`config.mk`:
```
export PLATFORM = sky130hd
export DESIGN_NAME = ext_pipe_unit
export DESIGN_NICKNAME = d
export VERILOG_FILES = /design/src/rtl/ext_pipe_unit.sv
export SDC_FILE = /design/constraint.sdc
export NUM_CORES = 1
export LEC_CHECK = 0
export ABC_AREA = 0
export CAP_MARGIN = 20
export CORE_UTILIZATION = 53
export DETAILED_ROUTE_END_ITERATION = 8
export PLACE_DENSITY = 0.83
export SETUP_SLACK_MARGIN = 0.5
export SYNTH_ARGS = -nofsm -noshare
export SYNTH_HDL_FRONTEND = slang
export SYNTH_SLANG_ARGS = --single-unit
```
`constraint.sdc`:
```
create_clock -name clk -period 2.2 [get_ports clk]
set_clock_uncertainty 0.1 [all_clocks]
set_input_delay 0.44 -clock clk [delete_from_list [all_inputs] [get_ports clk]]
set_output_delay 0.44 -clock clk [all_outputs]
set_load 0.01 [all_outputs]
```
`src/rtl/ext_pipe_unit.sv`:
```
// Pipelined immediate extender (sign / zero / sign+shl2 / upper) with valid/ready and a one-entry skid buffer.
// Optional EXT_COUNT_EN macro adds a 16-bit xfer_count output counting completed output transfers.
module ext_pipe_unit #(
    parameter int IN_W  = 16,
    parameter int OUT_W = 32
) (
    input  logic             clk,
    input  logic             reset_n,
    input  logic             in_valid,
    output logic             in_ready,
    input  logic [IN_W-1:0]  in_data,
    input  logic [1:0]       in_mode,
    output logic             out_valid,
    input  logic             out_ready,
`ifdef EXT_COUNT_EN
    output logic [OUT_W-1:0] out_data,
    output logic [15:0]      xfer_count
`else
    output logic [OUT_W-1:0] out_data
`endif
);

    localparam int PAD_W = OUT_W - IN_W;

    typedef enum logic [1:0] {
        ST_EMPTY,
        ST_ONE,
        ST_FULL
    } state_t;

    state_t           state_q, state_d;
    logic [OUT_W-1:0] out_data_q, out_data_d;
    logic [OUT_W-1:0] skid_q, skid_d;
    logic             out_valid_q, out_valid_d;
    logic             in_ready_q, in_ready_d;

    logic [OUT_W-1:0] sign_ext;
    logic [OUT_W-1:0] ext_val;
    logic             accept;
    logic             xfer;

    always_comb begin
        sign_ext = {{PAD_W{in_data[IN_W-1]}}, in_data};
        ext_val  = sign_ext;
        case (in_mode)
            2'b00:   ext_val = sign_ext;
            2'b01:   ext_val = {{PAD_W{1'b0}}, in_data};
            2'b10:   ext_val = {sign_ext[OUT_W-3:0], 2'b00};
            default: ext_val = {in_data, {PAD_W{1'b0}}};
        endcase
    end

    assign accept = in_valid && in_ready_q;
    assign xfer   = out_valid_q && out_ready;

    // The skid only fills when the output register is busy and not draining;
    // on a drain from FULL the skid entry slides forward so order is kept.
    always_comb begin
        state_d    = state_q;
        out_data_d = out_data_q;
        skid_d     = skid_q;
        case (state_q)
            ST_EMPTY: begin
                if (accept) begin
                    out_data_d = ext_val;
                    state_d    = ST_ONE;
                end
            end
            ST_ONE: begin
                if (accept && xfer) begin
                    out_data_d = ext_val;
                end else if (accept) begin
                    skid_d  = ext_val;
                    state_d = ST_FULL;
                end else if (xfer) begin
                    state_d = ST_EMPTY;
                end
            end
            ST_FULL: begin
                if (xfer) begin
                    out_data_d = skid_q;
                    state_d    = ST_ONE;
                end
            end
            default: state_d = ST_EMPTY;
        endcase
        out_valid_d = (state_d != ST_EMPTY);
        in_ready_d  = (state_d != ST_FULL);
    end

    always_ff @(posedge clk or negedge reset_n) begin
        if (!reset_n) begin
            state_q     <= ST_EMPTY;
            out_data_q  <= '0;
            skid_q      <= '0;
            out_valid_q <= 1'b0;
            in_ready_q  <= 1'b1;
        end else begin
            state_q     <= state_d;
            out_data_q  <= out_data_d;
            skid_q      <= skid_d;
            out_valid_q <= out_valid_d;
            in_ready_q  <= in_ready_d;
        end
    end

    assign out_data  = out_data_q;
    assign out_valid = out_valid_q;
    assign in_ready  = in_ready_q;

`ifdef EXT_COUNT_EN
    logic [15:0] xfer_count_q, xfer_count_d;

    always_comb begin
        xfer_count_d = xfer ? xfer_count_q + 16'd1 : xfer_count_q;
    end

    always_ff @(posedge clk or negedge reset_n) begin
        if (!reset_n) begin
            xfer_count_q <= '0;
        end else begin
            xfer_count_q <= xfer_count_d;
        end
    end

    assign xfer_count = xfer_count_q;
`endif

endmodule

```
After elaboration in Yosys (flattened, before gate mapping) --
Index checks and enable logic that the tools add are counted.
Cells by class: equality and inequality tests 8, multiplexer cells 11, bitwise gates (word level) 1, reduce and logical (&&, ||, !) cells 9
Operators with widths (number):
- one-hot mux 32 bit (3 select lines) | 2
- 2-to-1 mux 32 bit | 3
- 2-to-1 mux 2 bit | 5
- inequality test 2 bit (second input constant) | 4
- one-hot mux 2 bit (3 select lines) | 1
- equality test 2 x 1 -> 1 bit (second input constant) | 2
- equality test 2 bit (second input constant) | 2
- zero test 2 bit | 2
- AND reduction 4 bit | 1
- logical AND 1 bit | 3
- AND reduction 3 bit | 1
- nonzero test 3 bit | 1
- nonzero test 2 bit | 1
- NOT 1 bit | 1
Word-level totals: register bits after elaboration 68, input bits 22, logic and storage cells 34

Logic depth before layout (Yosys ltp) --
Gate-level depths: netlist of run 1.
word-level depth 6, depth in mapped cells 6

Worst setup path after synthesis of run 1 --
Ideal clock, no wire load.
path kind flip-flop to flip-flop, start point reg state_q[1], end point reg out_data_q[0] (netlist: out_data[0]), setup time 0.125 ns, data arrival time 1.483 ns, required time 1.975 ns, slack 0.492 ns, stages on the path, launching flop included 7, path buffers 2, cells stage by stage dfrtp_1 -> nor2b_1 -> buf_4 -> o21bai_2 -> o31a_4 -> buf_6 -> mux2_4
On the way: word-level cells in the longest chain between the ends 3
Ends and longest elaborated chain:
- from (decl) | line 31 | state_t state_q, state_d;
- from (signal assigned) | line 99 | state_q <= state_d;
- equality test 2 x 1 -> 1 bit, or another cell as far along | line 62 | case (state_q)
- inequality test 2 bit (no source line) or nonzero test 3 bit (tied branches)
- AND reduction 4 bit (no source line)
- to (signal assigned) | line 100 | out_data_q <= out_data_d;
- to (decl) | line 32 | logic [OUT_W-1:0] out_data_q, out_data_d;
Several ways; a longest one is shown, not always the timed one. A chain may end at the register's enable or synchronous reset.

Worst setup path in the final report of run 1 --
start point reg in_ready_q (netlist: in_ready), end point reg out_data_q[9] (netlist: out_data[9])
On the way: word-level cells in the longest chain between the ends 4
Ends and longest elaborated chain:
- from (decl) | line 35 | logic in_ready_q, in_ready_d;
- from (signal assigned) | line 103 | in_ready_q <= in_ready_d;
- logical AND 1 bit * | line 53 | assign accept = in_valid && in_ready_q;
- logical AND 1 bit | line 70 | if (accept && xfer) begin
- inequality test 2 bit (no source line)
- AND reduction 4 bit (no source line) *
Mark *: on every way between the ends. The rest lies on a longest branch, timed or not.

==> run_results.csv, run 1 <==
group,metric,value,unit
sta,grt_setup_unrepaired,"yes",
power,p_sw,2.19,mW
sta,worst_pin_slew,0.483,ns
die,initial_core_util,55.2,%
synthesis,ys_ff_latch,68,
setup_path,timing.rr.start,"in_ready",
synthesis,syn_inst,314,
setup_path,worst-setup-path-type,"register to register",
route,routed-via-count,2667,
synthesis,avgSynthCellArea,10.4,sq um
die,core-area,5920,sq um
sta,slew_headroom,67.8,%
power,p_sw_share,35.2,%
sta,setup_violations,0,
setup_path,cp_data_arrival_time,1.92,ns
finish,nets,413,
power,internal-power,4.03,mW
power,ir_worst_vdd,1040,uV
finish,utilization,76.4,%
synthesis,ys.warnings.count,0,
sta,fin_crit,1.79,ns
finish,drive_gt1_share,29.4,%
global_routing,grt_max_degree,39,
synthesis,synthesis.area,3270,sq um
route,drt-wirelength-per-cell,18.6,um
sta,period_share,81.2,%
die,fp.dieArea,6480,sq um
setup_path,reg2reg_depth,6,
placement,gp_congestion,0.866,
global_routing,grt_usage,26.9,%
global_routing,antenna_found_initial,0,
route,drtPass1Iterations,5,
power,pwr-share-comb,50.0,%
setup_path,reg2reg_to,"out_data[9]",
sta,hold_viol,0,
die,io_pins,56,
clock_network,cts_tree,"yes",
synthesis,synth_commonest_cells,"dfrtp_1 (67), a21oi_1 (56), nand2_1 (38)",
job,max_cap_viol_count,0,
hold_path,hp-class,"register to register",
synthesis,synth-adder-area-share,0,%
finish,antenna_cells,0,
global_routing,grt_pass1_wl,12.8,mm
synthesis,synth_area_leaders,"dfrtp_1 (51%), mux2_4 (15%), a21oi_1 (8.6%)",
setup_path,worstSetupStartpointType,"register",
synthesis,synth_top_area_share,51.3,%
route,drcViolationCount,0,
run_status,status,"finished clean",
synthesis,synth-xor-area-share,0,%
setup_path,crit_fanout,8,
synthesis,syn_nets,336,
placement,portBuffers,55,
clock_network,clk_path_buf_depth,2,
setup_path,crit_start,"in_ready",
synthesis,synth_edf_count,0,
setup_path,rrSetupSlack,0.41,ns
synthesis,synth_area_leader_cell,"dfrtp_1",
power,p_clk_share,13.7,%
route,ant_nets,0,
power,powerDensity,1380,nW/um^2
hold_path,hp-start,"skid_q[22]",
setup_path,worstPathRequired,2.34,ns
route,first_iter_violations,271,
die,row_count,28,
synthesis,synthSimpleGateAreaFrac,12.2,%
synthesis,synth_top_family_by_area,"multiplexers",
setup_path,crit_path_end_kind,"register",
synthesis,yosysSeqAreaShare,52.1,%
power,fin_total_pwr,6.22,mW
synthesis,async_reset_ff_share,100,%
die,fp.dieH,80.5,um
finish,area_delta_synth_final,38.5,%
clock_network,insertion_delay,0.35,ns
hold_path,hold_depth,2,
route,vias_per_cell,5.67,
sta,slew_violations,0,
synthesis,synthFlopType,"dfrtp_1",
power,p_leak,2.20,nW
synthesis,yosysUniqueCellTypes,23,
clock_network,cts-root-buf,"clkbuf_8",
clock_network,cts.clk_slew.worst_paths,0.07,ns
die,die_w,80.5,um
hold_path,min_to,"skid_q[22]",
sta,fmax,560,MHz
clock_network,htreeDepth,3,
synthesis,synth_compound_area_share,15.4,%
synthesis,synth_most_common_cell,"dfrtp_1",
clock_network,cts_buffers,9,
synthesis,synth_mux_area_share,16.6,%
global_routing,grt_pass1_vias,2507,
global_routing,grt.overflow.total,0,
power,seqPwrFrac,36.3,%
route,routed_wl,8.73,mm
clock_network,clock_sinks,68,
placement,post-dp-hpwl,5.12,mm
[per-layer routing]
metal / vias up / routed length (um) / global-route usage (%)
li1: 1229 / - / -
met1: 1291 / 3620 / 35.5
met2: 127 / 4350 / 42.0
met3: 20 / 563 / 6.70
met4: 0 / 197 / 11.3
met5: - / 0 / 0
[cell usage in the layout (no fill, tap or decap), types with 2 or more instances in the layout]
cell type        netlist  routed
a21oi_1               56      35
a21oi_2                0      13
a21oi_4                0       8
buf_12                 0       8
buf_16                 0       2
buf_4                  1      12
buf_6                  3       8
clkbuf_1              10       3
clkbuf_8               0       9
clkdlybuf4s50_1        0      15
clkinv_2               0       3
dfrtp_1               67      65
dfrtp_2                0       2
dlygate4sd2_1          0      37
inv_1                  2       2
mux2_2                 4       3
mux2_4                33      34
nand2_1               38      36
nand2_2                0       2
nand2b_1               3       2
nor2_1                28      28
nor2b_1               17      14
nor2b_2                0       2
o21ai_0               37      32
o21ai_1                0       5
[power groups by stage]
stage / sequential [mW] / combinational (mW) / clock [mW]
2_1_floorplan: 2.31 / 1.58 / 0
3_5_place_dp: 2.24 / 2.73 / 0
6_report: 2.26 / 3.11 / 0.852
5_1_grt: 2.31 / 3.34 / 0.907
4_1_cts: 2.23 / 2.91 / 0.858
3_3_place_gp: 2.21 / 2.64 / 0
[timing repair]
action / CTS / global route
endpoints found under the hold margin: 17 / 0
resized for setup: 65 / 39
setup endpoints to repair: 93 / 60
hold buffers: 1 / 0
cloned: 2 / 2
buffers inserted: 7 / 5
pin swaps: 2 / 6
[state kept, by name, summed over array words and instances (netlist names)]
| signal | cells |
|---|---|
| out_data | 32 |
| skid_q | 32 |
| state_q | 2 |
| out_valid | 1 |
| in_ready | 1 |
[kinds of logic after synthesis]
| family | Yosys count |
|---|---|
| mux | 37 |
| buf+inv | 23 |
| simple gates | 90 |
| flops | 68 |
| compound gates | 96 |
[through the flow]
| step | setup WS [ns] | std cells | cell area, sq um | TNS (ns) | hold slack, ns |
|---|---|---|---|---|---|
| final | 0.413 | 470 | 4520 | 0 | 0.382 |
| after global routing | 0.381 | 470 | 4520 | 0 | 0.415 |
| after CTS | 0.396 | 463 | 4300 | 0 | 0.385 |
| after detailed placement | -0.200 | 438 | 3970 | -2.77 | 0.324 |
| after global placement | -0.106 | 438 | 3970 | -1.16 | 0.316 |
| after floorplan | 0.492 | 314 | 3270 | 0 | 0.0444 |
[critical path, cell delays in order, from the launching register on]
cell	delay, ns
dfstp_2	0.55
and3b_2	0.22
o21bai_4	0.07
o31a_4	0.15
buf_12	0.15
buf_12	0.14
mux2_4	0.30
[worst max-delay path by stage]
stage                    to  slack [ns]  depth (start not counted)
3_3_place_gp   out_data[10]       -0.11                          5
3_5_place_dp    out_data[9]       -0.20                          5
6_report        out_data[9]        0.41                          6
2_1_floorplan   out_data[0]        0.49                          6
5_1_grt         out_data[9]        0.38                          6
4_1_cts         out_data[9]        0.40                          6
[layout make-up]
class	instances	area, sq um
clock buffers	12	135
inverters	2	7.51
repair buffers	87	932
fillers	383	1400
clock inverters	3	15.0
flip-flops and latches	68	1710
multi-input cells	223	1630
well taps	75	93.8
Power figures use the tool's default switching activity.
==> run 2, diff against run 1 <==
--- a/config.mk
+++ b/config.mk
@@ -7,9 +7,9 @@
 export LEC_CHECK = 0
 export ABC_AREA = 0
 export CAP_MARGIN = 20
-export CORE_UTILIZATION = 53
+export CORE_UTILIZATION = 48
 export DETAILED_ROUTE_END_ITERATION = 8
-export PLACE_DENSITY = 0.83
+export PLACE_DENSITY = 0.79
 export SETUP_SLACK_MARGIN = 0.5
 export SYNTH_ARGS = -nofsm -noshare
 export SYNTH_HDL_FRONTEND = slang
==> constraint.sdc (replaced) <==
create_clock -name clk -period 1.61 [get_ports clk]
set_clock_uncertainty 0.1 [all_clocks]
set_input_delay 0.322 -clock clk [delete_from_list [all_inputs] [get_ports clk]]
set_output_delay 0.322 -clock clk [all_outputs]
set_load 0.01 [all_outputs]
==> run 2 against run 1 <==
The flow now finishes with violations (DRC, setup timing). Clock power is 150% higher. Sequential share of layout area decreased by 3.4 points. Fmax increased by 2.3%. Largest cell class is now multi-input combinational cells. Critical path type unchanged. Non-clock buffer count increased by 31. Critical endpoint is now out_data[17]. Final cell count up 7.2%. Worst setup slack got worse by 0.55 ns. Via count increased by 10%. Flip-flop and latch count unchanged.
==> run_results.csv, run 2 (synthesis results as in run 1) <==
group,metric,value,unit
die,initial_core_util,50.6,%
setup_path,worst-setup-path-type,"register to register",
route,drcViolationCount,4,
finish,area_delta_synth_final,51.8,%
die,row_count,29,
power,fin_total_pwr,10.4,mW
global_routing,grt_pass1_vias,2683,
clock_network,cts-root-buf,"clkbuf_8",
sta,fin_crit,1.75,ns
sta,grt_setup_unrepaired,"yes",
sta,slew_violations,0,
run_status,status,"complete, but fails checks",
placement,post-dp-hpwl,4.96,mm
route,routed_wl,9.90,mm
sta,holdWs,0.401,ns
finish,final_common_cell,"dfrtp_1",
setup_path,crit_slowest_cell,"dfstp_2",
global_routing,grt_usage,24.3,%
setup_path,worstPathRequired,1.76,ns
clock_network,insertion_delay,0.35,ns
finish,mostFrequentLayoutCells,"dfrtp_1 (67), a21oi_1 (55), buf_4 (36)",
finish,drive_gt1_share,48.7,%
die,core-area,6460,sq um
die,die_w,84.5,um
setup_path,cp_data_arrival_time,1.89,ns
setup_path,slowest_delay,0.55,ns
clock_network,cts_tree,"yes",
die,fp.dieArea,7140,sq um
sta,period_share,108,%
setup_path,crit_fanout,15,
die,io_pins,56,
setup_path,crit_chain,"buf_4 > nand2_4 > o31a_4 > buf_12 > mux2_4",
setup_path,worstSetupStartpointType,"register",
sta,fmax,573,MHz
run_status,violations,"DRC, setup timing",
power,p_leak,2.44,nW
global_routing,grt.overflow.total,0,
clock_network,clock_sinks,68,
finish,antenna_cells,0,
route,vias_per_cell,5.84,
hold_path,hp-class,"input port to asynchronous set/reset pin",
route,first_iter_violations,263,
route,routed-via-count,2941,
route,ant_nets,0,
die,fp.dieH,84.5,um
placement,gp_congestion,0.835,
route,drt-wirelength-per-cell,19.6,um
sta,setup_violations,62,
clock_network,clk_path_buf_depth,2,
placement,portBuffers,55,
sta,timing.final.ws_setup,-0.137,ns
global_routing,grt_pass1_wl,13.3,mm
clock_network,cts.clk_slew.worst_paths,0.08,ns
power,powerDensity,2100,nW/um^2
route,drtPass1Iterations,7,
clock_network,cts_buffers,9,
sta,worst_pin_slew,0.428,ns
power,ir_worst_vdd,1290,uV
global_routing,grt_max_degree,69,
finish,nets,444,
setup_path,crit_path_end_kind,"register",
global_routing,antenna_found_initial,0,
job,max_cap_viol_count,0,
clock_network,htreeDepth,3,
sta,hold_viol,0,
sta,slew_headroom,71.2,%
-- run 2: cell types whose count changed in the layout (fill, tap and decap cells not counted), moves of 8 or more --
cell           delta
dlygate4sd2_1    -35
o21ai_1           +9
o21ai_0          -28
o21ai_2          +18
a21oi_1          +20
nand2_1          -27
nand2_2          +11
buf_2            +32
a21oi_2          -12
nand2_4          +16
a21oi_4           -8
buf_4            +24
-- run 2: worst max-delay path, delay by kind of cell, from the launching register on --
family,cells,cell delay (ns)
multiplexers,1,0.30
flip-flops,1,0.55
buffers and inverters,2,0.29
AO/OA/AOI/OAI,1,0.32
AND/OR/NAND/NOR,1,0.05
-- run 2: final timing paths --
check	from	to	slack (ns)	depth (start not counted)
min in group clk	skid_q[31]	skid_q[31]	0.40	2
worst min register to register	skid_q[31]	skid_q[31]	0.40	2
worst max-delay path	in_ready	out_data[17]	-0.14	5
worst max register to register	in_ready	out_data[17]	-0.14	5
max in group asynchronous	reset_n	in_ready	0.67	3
worst min-delay path	reset_n	out_data[21]	0.40	3
-- run 2: layout make-up --
| type | count | area, sq um |
|---|---|---|
| clock inverter | 6 | 159 |
| multi-input combinational | 223 | 1720 |
| sequential | 68 | 1700 |
| tap | 77 | 96.3 |
| inverter | 2 | 7.51 |
| timing repair buffer | 118 | 1130 |
| clock buffer | 10 | 138 |
| fill | 375 | 1500 |
-- run 2: what timing repair did --
action,4_1_cts,5_1_grt
endpoints found under the hold margin,67,0
pin swaps,1,34
resized for setup,169,93
gates cloned,2,7
hold buffers,1,0
setup buffers,22,8
endpoints found under the setup margin,102,102
-- run 2: through the flow --
stage                     setup WS [ns]  cell area, sq um  utilization [%]  cells  setup TNS, ns
after floorplan                 -0.0603              3300                -    314          -1.81
after global placement           -0.771              4060             62.9    448         -32.80
after detailed placement         -0.787              4060             62.9    448         -34.92
after CTS                        -0.102              4480             69.4    489          -4.04
after global routing             -0.160              4960             76.7    504          -7.61
final                            -0.137              4960             76.7    504          -5.84
-- run 2: metal layers --
metal | up-vias | track usage (%) | share of wire [%]
met5 | - | 0 | 0
met4 | 0 | 12.9 | 3.2
met3 | 39 | 4.52 | 6.0
met2 | 144 | 36.2 | 50
met1 | 1477 | 33.9 | 41
li1 | 1281 | - | -
-- run 2: where the power goes --
part           switching, mW  internal, mW  total (mW)
Clock                  0.706          1.39        2.09
Sequential             0.623          2.55        3.18
Combinational           2.20          2.92        5.11
